--- src/rtl/mux_stream_nway.sv ---
// N-way stream multiplexer with a one-beat registered output slot.
// Optional round-robin arbitration is compiled in with `define MUX_STREAM_RR_EN.
module mux_stream_nway #(
  parameter  int WIDTH    = 32,
  parameter  int CHANNELS = 4,
  localparam int SEL_W    = (CHANNELS > 2) ? $clog2(CHANNELS) : 1
) (
  input  logic                      clk,
  input  logic                      rst_n,
  input  logic                      mode,
  input  logic [SEL_W-1:0]          control,
  input  logic [CHANNELS*WIDTH-1:0] in_data,
  input  logic [CHANNELS-1:0]       in_valid,
  output logic [CHANNELS-1:0]       in_ready,
  output logic [WIDTH-1:0]          out_data,
  output logic                      out_valid,
  input  logic                      out_ready,
  output logic [SEL_W-1:0]          out_chan
);

  logic             slot_free;
  logic             accept;
  logic             grant_vld;
  logic [SEL_W-1:0] grant_idx;
  logic [WIDTH-1:0] grant_data;
  logic             sel_vld;
  logic [SEL_W-1:0] sel_idx;

  logic             vld_p1;
  logic [WIDTH-1:0] data_p1;
  logic [SEL_W-1:0] chan_p1;

  // Select mode: an out-of-range control index matches no channel, so no grant.
  always_comb begin
    sel_vld = 1'b0;
    sel_idx = '0;
    for (int i = 0; i < CHANNELS; i++) begin
      if (control == SEL_W'(i) && in_valid[i]) begin
        sel_vld = 1'b1;
        sel_idx = SEL_W'(i);
      end
    end
  end

`ifdef MUX_STREAM_RR_EN
  logic [SEL_W-1:0] rr_ptr;
  logic             rr_vld;
  logic [SEL_W-1:0] rr_idx;

  // Walk offsets from farthest to nearest so the channel closest after rr_ptr wins.
  always_comb begin
    rr_vld = 1'b0;
    rr_idx = '0;
    for (int k = CHANNELS; k >= 1; k--) begin
      if (in_valid[(int'(rr_ptr) + k) % CHANNELS]) begin
        rr_vld = 1'b1;
        rr_idx = SEL_W'((int'(rr_ptr) + k) % CHANNELS);
      end
    end
  end

  assign grant_vld = mode ? rr_vld : sel_vld;
  assign grant_idx = mode ? rr_idx : sel_idx;

  always_ff @(posedge clk or negedge rst_n) begin
    if (!rst_n) begin
      rr_ptr <= SEL_W'(CHANNELS - 1);
    end else if (accept) begin
      rr_ptr <= grant_idx;
    end
  end
`else
  logic unused_mode;

  assign unused_mode = mode;
  assign grant_vld   = sel_vld;
  assign grant_idx   = sel_idx;
`endif

  always_comb begin
    grant_data = '0;
    for (int i = 0; i < CHANNELS; i++) begin
      if (grant_idx == SEL_W'(i)) begin
        grant_data = in_data[i*WIDTH +: WIDTH];
      end
    end
  end

  // The slot can take a beat when empty or when its beat leaves this cycle.
  assign slot_free = !vld_p1 || out_ready;
  assign accept    = rst_n && grant_vld && slot_free;

  always_comb begin
    in_ready = '0;
    for (int i = 0; i < CHANNELS; i++) begin
      in_ready[i] = accept && (grant_idx == SEL_W'(i));
    end
  end

  // Stage p1: output register slot
  always_ff @(posedge clk or negedge rst_n) begin
    if (!rst_n) begin
      vld_p1  <= 1'b0;
      data_p1 <= '0;
      chan_p1 <= '0;
    end else if (accept) begin
      vld_p1  <= 1'b1;
      data_p1 <= grant_data;
      chan_p1 <= grant_idx;
    end else if (out_ready) begin
      vld_p1  <= 1'b0;
    end
  end

  assign out_valid = vld_p1;
  assign out_data  = data_p1;
  assign out_chan  = chan_p1;

endmodule

--- config.mk ---
export PLATFORM = sky130hd
export DESIGN_NAME = mux_stream_nway
export DESIGN_NICKNAME = d
export VERILOG_FILES = /design/src/rtl/mux_stream_nway.sv
export SDC_FILE = /design/constraint.sdc
export NUM_CORES = 1
export LEC_CHECK = 0
export CAP_MARGIN = 20
export CELL_PAD_IN_SITES_DETAIL_PLACEMENT = 0
export CELL_PAD_IN_SITES_GLOBAL_PLACEMENT = 1
export CORE_UTILIZATION = 30
export DETAILED_ROUTE_END_ITERATION = 16
export PLACE_DENSITY_LB_ADDON = 0.1
export SYNTH_ARGS = -nofsm -noshare
export SYNTH_HDL_FRONTEND = slang
export SYNTH_SLANG_ARGS = --single-unit
--- constraint.sdc ---
create_clock -name clk -period 4.4 [get_ports clk]
set_clock_uncertainty 0.05 [all_clocks]
set_input_delay 0.44 -clock clk [delete_from_list [all_inputs] [get_ports clk]]
set_output_delay 0.44 -clock clk [all_outputs]
set_load 0.05 [all_outputs]
-- After elaboration in Yosys (flattened, before gate mapping)
Index checks and enable logic that the tools add are counted.
- register bits: 35
- latch bits: 0
- bits in writable memories: 0
- ROM bits: 0
- bits of input ports: 138
- output and inout port bits: 39
- logic and storage cells: 37
- memories: 0
- $add $sub $neg: 0
- multiply operators: 0
- div/mod/pow operators: 0
- magnitude comparators: 0
- equal/unequal tests: 6
- shifts and indexed selects: 0
- multiplexer cells: 13
- bitwise gates (word level): 0
- reduce and logical (&&, ||, !) cells: 15
- operators with widths (cell ; number):
    32-bit 2-to-1 mux ; 4
    1-bit logical AND ; 10
    2-bit == test, second input constant ; 4
    1-bit 2-to-1 mux ; 7
    2-bit by 1-bit == test with 1-bit output, second input constant ; 2
    2-bit zero test ; 2
    2-bit 2-to-1 mux ; 2
    2-bit nonzero test ; 1
    1-bit zero test ; 1
    1-bit logical OR ; 1

-- Depth between registers and ports, before layout
- word-level depth: 10
- mapped depth: 6
- gate-level depth less buffers: 3

-- Worst setup path after synthesis
Ideal clock, no wire load.
- path kind: register to output
- from: register vld_p1, in the netlist out_valid
- to: output port in_ready[0]
- arrival time: 2.605 ns
- data required time: 3.910 ns
- path slack: 1.305 ns
- cell stages (with the launch flop): 6
- buffers on the path: 2
- path through: dfrtp_1 > nand2b_1 > clkbuf_1 > clkbuf_1 > nand3_1 > nor3b_1
- cells in the longest elaborated chain, start to end: 4
- ends and longest elaborated chain (what ; line ; source):
    from (decl) ; 29 ; logic vld_p1;
    from (signal assigned) ; 103 ; vld_p1 <= 1'b0;
    from (signal assigned) ; 107 ; vld_p1 <= 1'b1;
    from (signal assigned) ; 111 ; vld_p1 <= 1'b0;
    1-bit zero test ; 90 ; assign slot_free = !vld_p1 || out_ready;
    1-bit logical OR ; 90 ;
    1-bit logical AND ; 91 ; assign accept = rst_n && grant_vld && slot_free;
    1-bit logical AND ; 96 ; in_ready[i] = accept && (grant_idx == SEL_W'(i));
    to (decl) ; 14 ; output logic [CHANNELS-1:0] in_ready,
No other way between the ends.

-- Final worst setup path
- from: input port control[0]
- to: output port in_ready[1]
- cells in the longest elaborated chain, start to end: 9
- elaborated cells between the ends (all ways): 19
- ends and longest elaborated chain (what ; line ; source):
    from (decl) ; 11 ; input logic [SEL_W-1:0] control,
    2-bit zero test ; 38 ; if (control == SEL_W'(i) && in_valid[i]) begin
    1-bit logical AND ; 38 ;
    1-bit 2-to-1 mux (4 in a row) ; 38 ;
    1-bit logical AND (2 in a row) ; 91 ;
    1-bit logical AND * ; 96 ;
Every way passes the cells marked *; elsewhere a longest branch is shown, timed or not.

==> flow_summary.yaml <==
worst_setup_path:
  crit_chain: "clkdlybuf4s50_1 > nand2_1 > nor3_1 > clkdlybuf4s50_1"
  reg2regPathDepth: 4
  critPathMostFrequentCell: "clkdlybuf4s50_1"
  reg2reg_to: "out_data[4]"
  endpoint: "in_ready[1]"
  arrival_ns: 2.91
  reg2reg_slack_ns: 2.18
  cp_slowest_stage_delay_ns: 0.85
  cp_max_fo: 17
  cp-end-kind: "output pin"
  critPathSlowestCell: "clkdlybuf4s50_1"
  rr_startpoint: "out_valid"
  cp-start-kind: "input port"
  critPathLaunch: "control[0]"
  crit_type: "input port to output pin"
  cp.required_ns: 3.91
sta:
  rsz0062_at_grt: "false"
  finalSetupViolCount: 0
  setup-tns-final_ns: 0
  worst_pin_slew_ns: 1.11
  period_share_pct: 77.3
  max_freq_mhz: 294
  hold_viol_final: 0
  period_minus_slack_ns: 3.40
  slew_violations: 0
  worst_slew_margin_rel_pct: 26.1
  fin_ws_ns: 0.998
synthesis:
  synth_fa_ha_area_share_pct: 0
  ys_seq_area_share_pct: 28.2
  yosysWarnings: 0
  synth_top_area_share_pct: 28.2
  syn_nets: 481
  async_flop_share_pct: 100
  synth_edf_count: 0
  synth-main-ff-cell: "dfrtp_1"
  synth-compound-area-share_pct: 45.0
  ys_ff_latch: 35
  syn_area_um2: 3110
  synth_xor_xnor_area_share_pct: 0
  synth.distinct_cells: 31
  synth_top_family_by_area: "compound AO/OA/AOI/OAI gates"
  synth_area_leaders: "dfrtp_1, a211oi_1, o41ai_2, a31o_2, o32ai_1"
  synth_commonest_cells: "a211oi_1, dfrtp_1, clkbuf_1, inv_1, a31o_2"
  yosys-mux-area-fraction_pct: 1.45
  synth_area_leader_cell: "dfrtp_1"
  synthCells: 343
  syn_avg_cell_area_um2: 9.05
  synth.most_common_cell: "a211oi_1"
  synth_simple_gate_area_share_pct: 14.6
job:
  maxCapViolations: 0
floorplan:
  num_rows: 36
  core-area_um2: 9910
  chipWidth_um: 104
  die_area_um2: 10800
  io_pins: 177
  die_h_um: 104
  start_util_pct: 31.3
grt:
  grt_start_max_net_pins: 46
  first_global_vias: 3515
  overflow: 0
  grt_usage_pct: 22.2
  grt_pass1_wl_um: 19000
  antenna_found_initial: 0
layout:
  drive_gt1_share_pct: 15.9
  synthToLayoutAreaGrowth_pct: 60.9
  num_antenna_cells: 0
  nNetsFinal: 627
placed_design:
  dpl.hpwl_um: 8070
  gp_congestion: 0.798
  port-buffer-count: 175
  dp_slack_ns: 0.994
clocking:
  cts_resized: 0
  cts_hold_buf: 0
  postCtsSetupBuffers: 0
  clk_path_buf_depth: 2
  clk_latency_ns: 0.29
  cts_root_buffer: "clkbuf_8"
  clock_sinks: 35
  cts_tree: "built"
  cts_htree_levels: 2
  clk_pin_slew_ns: 0.08
  numCtsBuffers: 5
detailed_routing:
  wl_per_cell_um: 19.4
  drt_iter0_drc: 97
  drt-pass1-iter-count: 4
  drt-total-wl_um: 12100
  remaining_drc_errors: 0
  ant_nets: 0
  via_per_inst: 5.42
  vias: 3374
min_path:
  hp-class: "input port to async pin"
power:
  p_per_area_nw_per_um2: 328
  p_leak_nw: 1.90
  vdd_drop_max_v: 0.000121
status:
  outcome: "complete, no violations"
## kinds of logic after synthesis
logic type	Yosys count
DFF	35
buffers and inverters	79
and+or+nand+nor	73
AOI/OAI and AO/OA	153
muxes	3
## power breakdown
part	switching, W	internal (W)
clock	0.000128	0.000143
combinational	0.000527	0.000399
sequential	0.0000431	0.000399
total	0.000698	0.000941
## metal layers
| metal | global-route usage (%) | vias up | wire, um |
|---|---|---|---|
| met5 | 0 | - | 0 |
| met4 | 3.27 | 0 | 51 |
| met3 | 4.78 | 6 | 670 |
| met2 | 37.8 | 111 | 5740 |
| met1 | 29.3 | 1621 | 5620 |
| li1 | - | 1636 | - |
## flip-flops by register name, indices dropped and copies added, names as in the netlist
| name | cells |
|---|---|
| out_chan | 2 |
| out_data | 32 |
| out_valid | 1 |
## critical path: cells and delay by family
| kind | cells | cell delay, ns |
|---|---|---|
| simple gates | 2 | 0.86 |
| buf+inv | 2 | 1.60 |
## placed cells by master (no fill, tap or decap), drive strengths merged
cell type and instances:
nor3 1, clkbuf 8, and3 10, a31o 32, o31ai 10, clkdlybuf4s50 171
o32ai 22, a211oi 54, nor3b 2, dfrtp 35, a41oi 1, and3b 1
nand2 5, nor2b 23, nand2b 25, o2bb2ai 1, nor2 1, mux4 1
buf 14, inv 33, or2 1, nand3 3, and2 1, o41ai 22
mux2 2, o21ai 1, a221oi 10
## metrics by stage
stage | total power (W) | hold slack [ns] | cell area (um2) | util, % | std cells
finish | 0.00164 | 0.163 | 5000 | 50.4 | 623
global route | 0.00172 | 0.209 | 5000 | 50.4 | 623
CTS | 0.00165 | 0.164 | 4980 | 50.3 | 622
detailed placement | 0.00138 | 0.453 | 4880 | 49.3 | 614
global placement | 0.00137 | 0.442 | 4880 | 49.3 | 614
floorplan | 0.00102 | 0.0944 | 3110 | - | 343
## how the worst min path moves through the flow
| stage | start | end | slack [ns] | cells past startpoint |
|---|---|---|---|---|
| after floorplan | rst_n | out_chan[0] | 0.09 | 0 |
| after global placement | out_chan[0] | out_chan[0] | 0.44 | 1 |
| after detailed placement | out_chan[0] | out_chan[0] | 0.45 | 1 |
| after CTS | rst_n | out_data[5] | 0.16 | 1 |
| after global routing | rst_n | out_data[23] | 0.21 | 1 |
| final | rst_n | out_data[5] | 0.16 | 1 |
## area by class of cell
type / instances / area [um2]
Fill cell: 944 / 4910
Multi-Input combinational cell: 229 / 1900
Timing Repair Buffer: 185 / 1830
Sequential cell: 35 / 876
Tap cell: 133 / 166
Inverter: 33 / 124
Clock buffer: 8 / 100
(Power assumes the default switching activity.)
